## src/rtl/ex_mem_skid.sv

```systemverilog
// EX->MEM pipeline register with a two-entry skid buffer.
// ex_ready_o is registered, so MEM backpressure never reaches EX combinationally.
module ex_mem_skid #(
   parameter int DATA_W = 32,
   parameter int ADDR_W = 5
) (
   input  logic              clk,
   input  logic              rst,
   input  logic [DATA_W-1:0] ex_wdata_i,
   input  logic [ADDR_W-1:0] ex_waddr_i,
   input  logic              ex_we_i,
   input  logic              ex_valid_i,
   output logic              ex_ready_o,
   input  logic              flush_i,
   output logic [DATA_W-1:0] mem_wdata_o,
   output logic [ADDR_W-1:0] mem_waddr_o,
   output logic              mem_we_o,
   output logic              mem_valid_o,
   input  logic              mem_ready_i,
   output logic [1:0]        count_o
);

   typedef struct packed {
      logic [DATA_W-1:0] wdata;
      logic [ADDR_W-1:0] waddr;
      logic              we;
   } ent_t;

   typedef enum logic [1:0] {
      EMPTY = 2'd0,
      BUSY  = 2'd1,
      FULL  = 2'd2
   } state_t;

   state_t state, state_n;
   ent_t   main_q, main_n;
   ent_t   skid_q, skid_n;
   ent_t   in_ent;
   logic   rdy_q, rdy_n;
   logic   accept, deliver;

   assign in_ent  = {ex_wdata_i, ex_waddr_i, ex_we_i};
   assign accept  = ex_valid_i & rdy_q;
   assign deliver = mem_valid_o & mem_ready_i;

   // Reset clears everything and holds ready low until the first live edge.
   always_ff @(posedge clk) begin
      if (!rst) begin
         state  <= EMPTY;
         main_q <= '0;
         skid_q <= '0;
         rdy_q  <= 1'b0;
      end else begin
         state  <= state_n;
         main_q <= main_n;
         skid_q <= skid_n;
         rdy_q  <= rdy_n;
      end
   end

   always_comb begin
      state_n = state;
      main_n  = main_q;
      skid_n  = skid_q;
      if (flush_i) begin
         state_n = EMPTY;
         main_n  = '0;
         skid_n  = '0;
      end else begin
         unique case (state)
            EMPTY: begin
               if (accept) begin
                  main_n  = in_ent;
                  state_n = BUSY;
               end
            end
            BUSY: begin
               if (accept && !deliver) begin
                  skid_n  = in_ent;
                  state_n = FULL;
               end else if (accept && deliver) begin
                  main_n  = in_ent;
               end else if (deliver) begin
                  state_n = EMPTY;
               end
            end
            FULL: begin
               if (deliver) begin
                  main_n  = skid_q;
                  state_n = BUSY;
               end
            end
            default: begin
               state_n = EMPTY;
            end
         endcase
      end
      rdy_n = (state_n != FULL);
   end

   always_comb begin
      ex_ready_o  = rdy_q;
      mem_valid_o = (state != EMPTY);
      mem_wdata_o = main_q.wdata;
      mem_waddr_o = main_q.waddr;
      mem_we_o    = main_q.we & mem_valid_o;
      count_o     = state;
   end

endmodule

```

## config.mk

```make
export PLATFORM = sky130hd
export DESIGN_NAME = ex_mem_skid
export DESIGN_NICKNAME = d
export VERILOG_FILES = /design/src/rtl/ex_mem_skid.sv
export SDC_FILE = /design/constraint.sdc
export NUM_CORES = 1
export LEC_CHECK = 0
export BUFFER_PORTS_ARGS = -buffer_cell sky130_fd_sc_hd__buf_2
export CORE_ASPECT_RATIO = 1.1
export CORE_MARGIN = 2
export CORE_UTILIZATION = 55
export CTS_CLUSTER_SIZE = 14
export DETAILED_ROUTE_END_ITERATION = 10
export PLACE_DENSITY = 0.82
export SLEW_MARGIN = 40
export SYNTH_ARGS = -nofsm -noshare
export SYNTH_HDL_FRONTEND = slang
export SYNTH_SLANG_ARGS = --single-unit
export TNS_END_PERCENT = 1
```

## constraint.sdc

```tcl
create_clock -name clk -period 3.1 [get_ports clk]
set_clock_uncertainty 0.05 [all_clocks]
set_input_delay 0.155 -clock clk [delete_from_list [all_inputs] [get_ports clk]]
set_output_delay 0.155 -clock clk [all_outputs]
set_load 0.05 [all_outputs]
```

# After elaboration in Yosys (flattened, before gate mapping)
# Index checks and enable logic that the tools add are counted.
# op_classes
eq_ne,7
n_mux,12
bitwise,4
reduce_logical,9
# op_table
op,n
$mux W38,4
$pmux W38 S3,1
$mux W2,6
$ne A2 B2 Y1 const B,5
$pmux W2 S3,1
$reduce_and A5 Y1,1
$and A1 B1 Y1,3
$reduce_bool A3 Y1,1
$eq A2 B1 Y1 const B,1
$eq A2 B2 Y1 const B,1
$logic_and A1 B1 Y1,2
$logic_not A2 Y1,1
$reduce_and A2 Y1,1
$reduce_bool A2 Y1,1
$reduce_or A2 Y1,1
$logic_not A1 Y1,1
$not A1 Y1,1
# word_totals
register_bits,79
output_inout_bits,42
word_cells,40

# Logic depth before layout (Yosys ltp)
# logic_depth
ltp_word,8
mapped_depth,7

# Least setup slack after synthesis
# Ideal clock, no wire load.
# synth_path
path_type,flip-flop to output port
from,register state[1] (netlist: count_o[1])
to,output port mem_we_o
arrival_ps,1677
t_required_ps,2895
path_slack_ps,1218
path_stages_with_launch,4
n_path_buf,1
path_cell_list,dfxtp_1 > buf_2 > or2_2 > and2_1
# synth_via
elab_chain_cells,2
# synth_rtl
element,line_no,text
start: declaration,35,"state_t state, state_n;"
start signal: assignment,54,state <= state_n;
$reduce_bool A2 Y1,103,mem_valid_o = (state != EMPTY);
named net mem_valid_o,18,"output logic mem_valid_o,"
$and A1 B1 Y1,106,mem_we_o = main_q.we & mem_valid_o;
end: declaration,17,"output logic mem_we_o,"
# The timed path passes the listed nets, and every way through them passes these cells.

# Worst setup path after layout
# layout_path
from,register state[1] (netlist: count_o[1])
to,register skid_q[8] (netlist bit)
# layout_via
elab_chain_cells,5
word_cells_on_any_way,6
classes_between,eq/ne (1); bitwise (1); reduce/logical (4)
# layout_rtl
element,line_no,text
$reduce_bool A2 Y1,103,
$and A1 B1 Y1,44,assign deliver = mem_valid_o & mem_ready_i;
$logic_not A1 Y1,78,if (accept && !deliver) begin
$logic_and A1 B1 Y1,78,
$reduce_and A2 Y1 (no line) *,n/a,
end signal: assignment,56,skid_q <= skid_n;
end: declaration,37,"ent_t skid_q, skid_n;"
# Mark *: on every way between the ends. The rest lies on a longest branch, timed or not.
# A chain may end at the register's enable or synchronous reset.

==> reports/qor.tcl <==
set qor(status) {finished, final reports clean}
set qor(total_leakage_power_nw) 1.824
set qor(globalRoute.totalOverflow) 0
set qor(finalCriticalPeriod_ps) 1942
set qor(routed-via-count) 2766
set qor(post-route-drc-count) 0
set qor(fin_ws_ps) 1158
set qor(critical-path-slowest-cell) {or3_1}
set qor(drive_above_1_share) 0.2608
set qor(synth_area_sq_um) 3472
set qor(worstMarginPinSlew_ps) 657.5
set qor(cts_sinks) 79
set qor(die_h_um) 87.33
set qor(power.total_mw) 2.065
set qor(most_used_standard_cells_in_the_synthesized_netlist) {dfxtp_1, nand2_1, a21oi_1}
set qor(max-clock-path-buffers) 2
set qor(worst-r2r-cell-count) 4
set qor(postCtsHoldBufs) 5
set qor(routed_wirelength_mm) 7.316
set qor(clock_tree.root_cell) {clkbuf_8}
set qor(critical_path.reg2reg.startpoint) {count_o[1]$_SDFF_PN0_}
set qor(grt_start_max_net_pins) 41
set qor(detailed_place_hpwl_mm) 4.628
set qor(ys_top_cells_by_area) {dfxtp_1, mux2i_1, a21oi_1}
set qor(gpl.final_weighted_congestion) 0.7559
set qor(final-hold-violation-count) 0
set qor(crit-reg2reg-capture) {skid_q[8]$_SDFFE_PP0P_}
set qor(drv.max_cap_violation_count) 0
set qor(syn-mean-instance-area_sq_um) 8.790
set qor(synth_cells) 395
set qor(largest_vdd_supply_drop_v) 0.0002968
set qor(count_of_state_elements_after_synthesis) 79
set qor(fp.dieW_um) 79.76
set qor(cts.repair.resized) 0
set qor(tritoncts_clock_tree) {built}
set qor(n_antenna_cell) 0
set qor(ioPinCount) 85
set qor(synth.distinct_cells) 27
set qor(worst_reg2reg_setup_slack_ps) 1160
set qor(synth.largest_area_cell) {dfxtp_1}
set qor(synth_nets) 438
set qor(timing.final.max_slew_violations) 0
set qor(final_net_count) 480
set qor(worstSetupPathType) {reg2reg}
set qor(critPathMaxStageDelay_ps) 610
set qor(yosysSeqAreaShare) 0.4555
set qor(yosys_warnings) 0
set qor(detail-route-antenna-nets) 0
set qor(synth_most_common_cell) {dfxtp_1}
set qor(clkTransAtPathRegs_ps) 80
set qor(first_pass_grt_wire_length_mm) 11.83
set qor(crit_chain) {or3_1 > buf_4 > nand2_1 > a21oi_1}
set qor(avgViaCountPerCell) 5.309
set qor(count_of_flip_flops_with_a_built_in_enable_after_synthesis) 0
set qor(required_ps) 3310
set qor(hold_depth) 3
set qor(routedWlPerCell_um) 14.04
set qor(floorplan.initialDensity) 0.5640
set qor(timing.hold.worst.start) {ex_wdata_i[14]}
set qor(critPathArrivalTime_ps) 2160
set qor(grt_setup_unrepaired) {no}
set qor(setup_tns_ps) 0
set qor(io_buffer_count) 84
set qor(die-area_sq_um) 6965
set qor(destination_of_the_worst_hold_path) {skid_q[20]$_SDFFE_PP0P_}
set qor(globalRouteTotalUtil) 0.2176
set qor(async_reset_ff_frac) 0
set qor(maxSlewHeadroom) 0.5617
set qor(layout.core_utilization) 0.6283
set qor(first_global_vias) 2674
set qor(floorplan.core_area_sq_um) 6156
set qor(placement.setup.worst_slack_ps) 1186
set qor(initial_antenna_violation_count) 0
set qor(drt-pass1-iter-count) 4
set qor(area_delta_synth_final_pct) 11.39
set qor(synth_top_flop_cell) {dfxtp_1}
set qor(std_cell_rows) 30
set qor(end_kind) {flop}
set qor(tritoncts.num_buffers) 9
set qor(cellPowerDensity_nw_per_um2) 534.0
set qor(post-route-period-util) 0.6265
set qor(highest_net_fanout_along_the_worst_path) 20
set qor(synthDominantCellAreaShare) 0.4555
set qor(start_kind) {flop}
set qor(fmaxAchievable_mhz) 514.9
set qor(worstSkewPairLatency_ps) 330
set qor(detailedRoute.firstIterationViolations) 127
set qor(ctsHtreeMaxLevel) 3
set qor(cts_setup_buffers) 0
set qor(worstHoldPathType) {in2reg}
set qor(number_of_setup_violations_in_the_final_report) 0
state kept, by name, summed over array words and instances (netlist names):
register	flops
skid_q	38
ex_ready_o	1
mem_wdata_o	32
count_o	2
mem_waddr_o	5
main_q	1
metrics by stage:
stage          hold WS [ps]  instance area (sq um)  cells
2_1_floorplan         226.7                   3472    395
3_3_place_gp          358.7                   3587    499
3_5_place_dp          364.1                   3606    501
4_1_cts              0.3449                   3867    521
5_1_grt               1.753                   3867    521
6_report              17.14                   3867    521
worst max path at each step:
stage	startpoint	to	cells after the start
floorplan	count_o[1]$_SDFF_PN0_	mem_we_o	3
global placement	count_o[1]$_SDFF_PN0_	mem_wdata_o[11]$_SDFFE_PP0P_	4
detailed placement	count_o[1]$_SDFF_PN0_	skid_q[15]$_SDFFE_PP0P_	4
CTS	count_o[1]$_SDFF_PN0_	skid_q[17]$_SDFFE_PP0P_	4
global route	count_o[1]$_SDFF_PN0_	count_o[1]$_SDFF_PN0_	4
finish	count_o[1]$_SDFF_PN0_	skid_q[8]$_SDFFE_PP0P_	4
layout make-up:
type	instances	area, sq um
multi-input cells	249	1420
flip-flops and latches	79	1582
repair buffers	98	554.3
clock inverters	4	70.07
clock buffers	11	141.4
well taps	80	100.1
fillers	549	2288
kinds of logic after synthesis:
| family | share of synthesized area |
|---|---|
| AO/OA/AOI/OAI | 0.1773 |
| buffers and inverters | 0.1387 |
| flip-flops | 0.4555 |
| multiplexers | 0.1124 |
| AND/OR/NAND/NOR | 0.1160 |
power breakdown:
group | internal, mW | switching [mW]
Clock | 0.469 | 0.338
Combinational | 0.0675 | 0.146
Sequential | 1.03 | 0.0107
layout by cell type, fill, tap and decap left out, drive strengths merged, types with 2 or more instances in the layout:
master / netlist / routed
buf: 56 / 93
nor2b: 3 / 3
and2: 2 / 2
bufinv: 0 / 2
nand2b: 3 / 3
dfxtp: 79 / 79
o21ai: 38 / 38
dlygate4sd3: 0 / 5
clkinv: 0 / 2
mux2i: 39 / 39
clkbuf: 11 / 11
a21oi: 76 / 76
nand2: 78 / 78
routing by layer:
| metal | GRT usage | vias to the layer above | share of wire |
|---|---|---|---|
| met5 | 0 | - | 0 |
| met4 | 0.1017 | 0 | 0.0092 |
| met1 | 0.2706 | 1298 | 0.45 |
| li1 | - | 1385 | - |
| met2 | 0.3598 | 77 | 0.48 |
| met3 | 0.04772 | 6 | 0.056 |
critical path, delay by kind of cell (launching register included):
kind,cells,cell delay [ps]
AND/OR/NAND/NOR,2,700
flip-flops,1,590
buffers and inverters,1,370
AO/OA/AOI/OAI,1,150
Power figures use the tool's default switching activity.
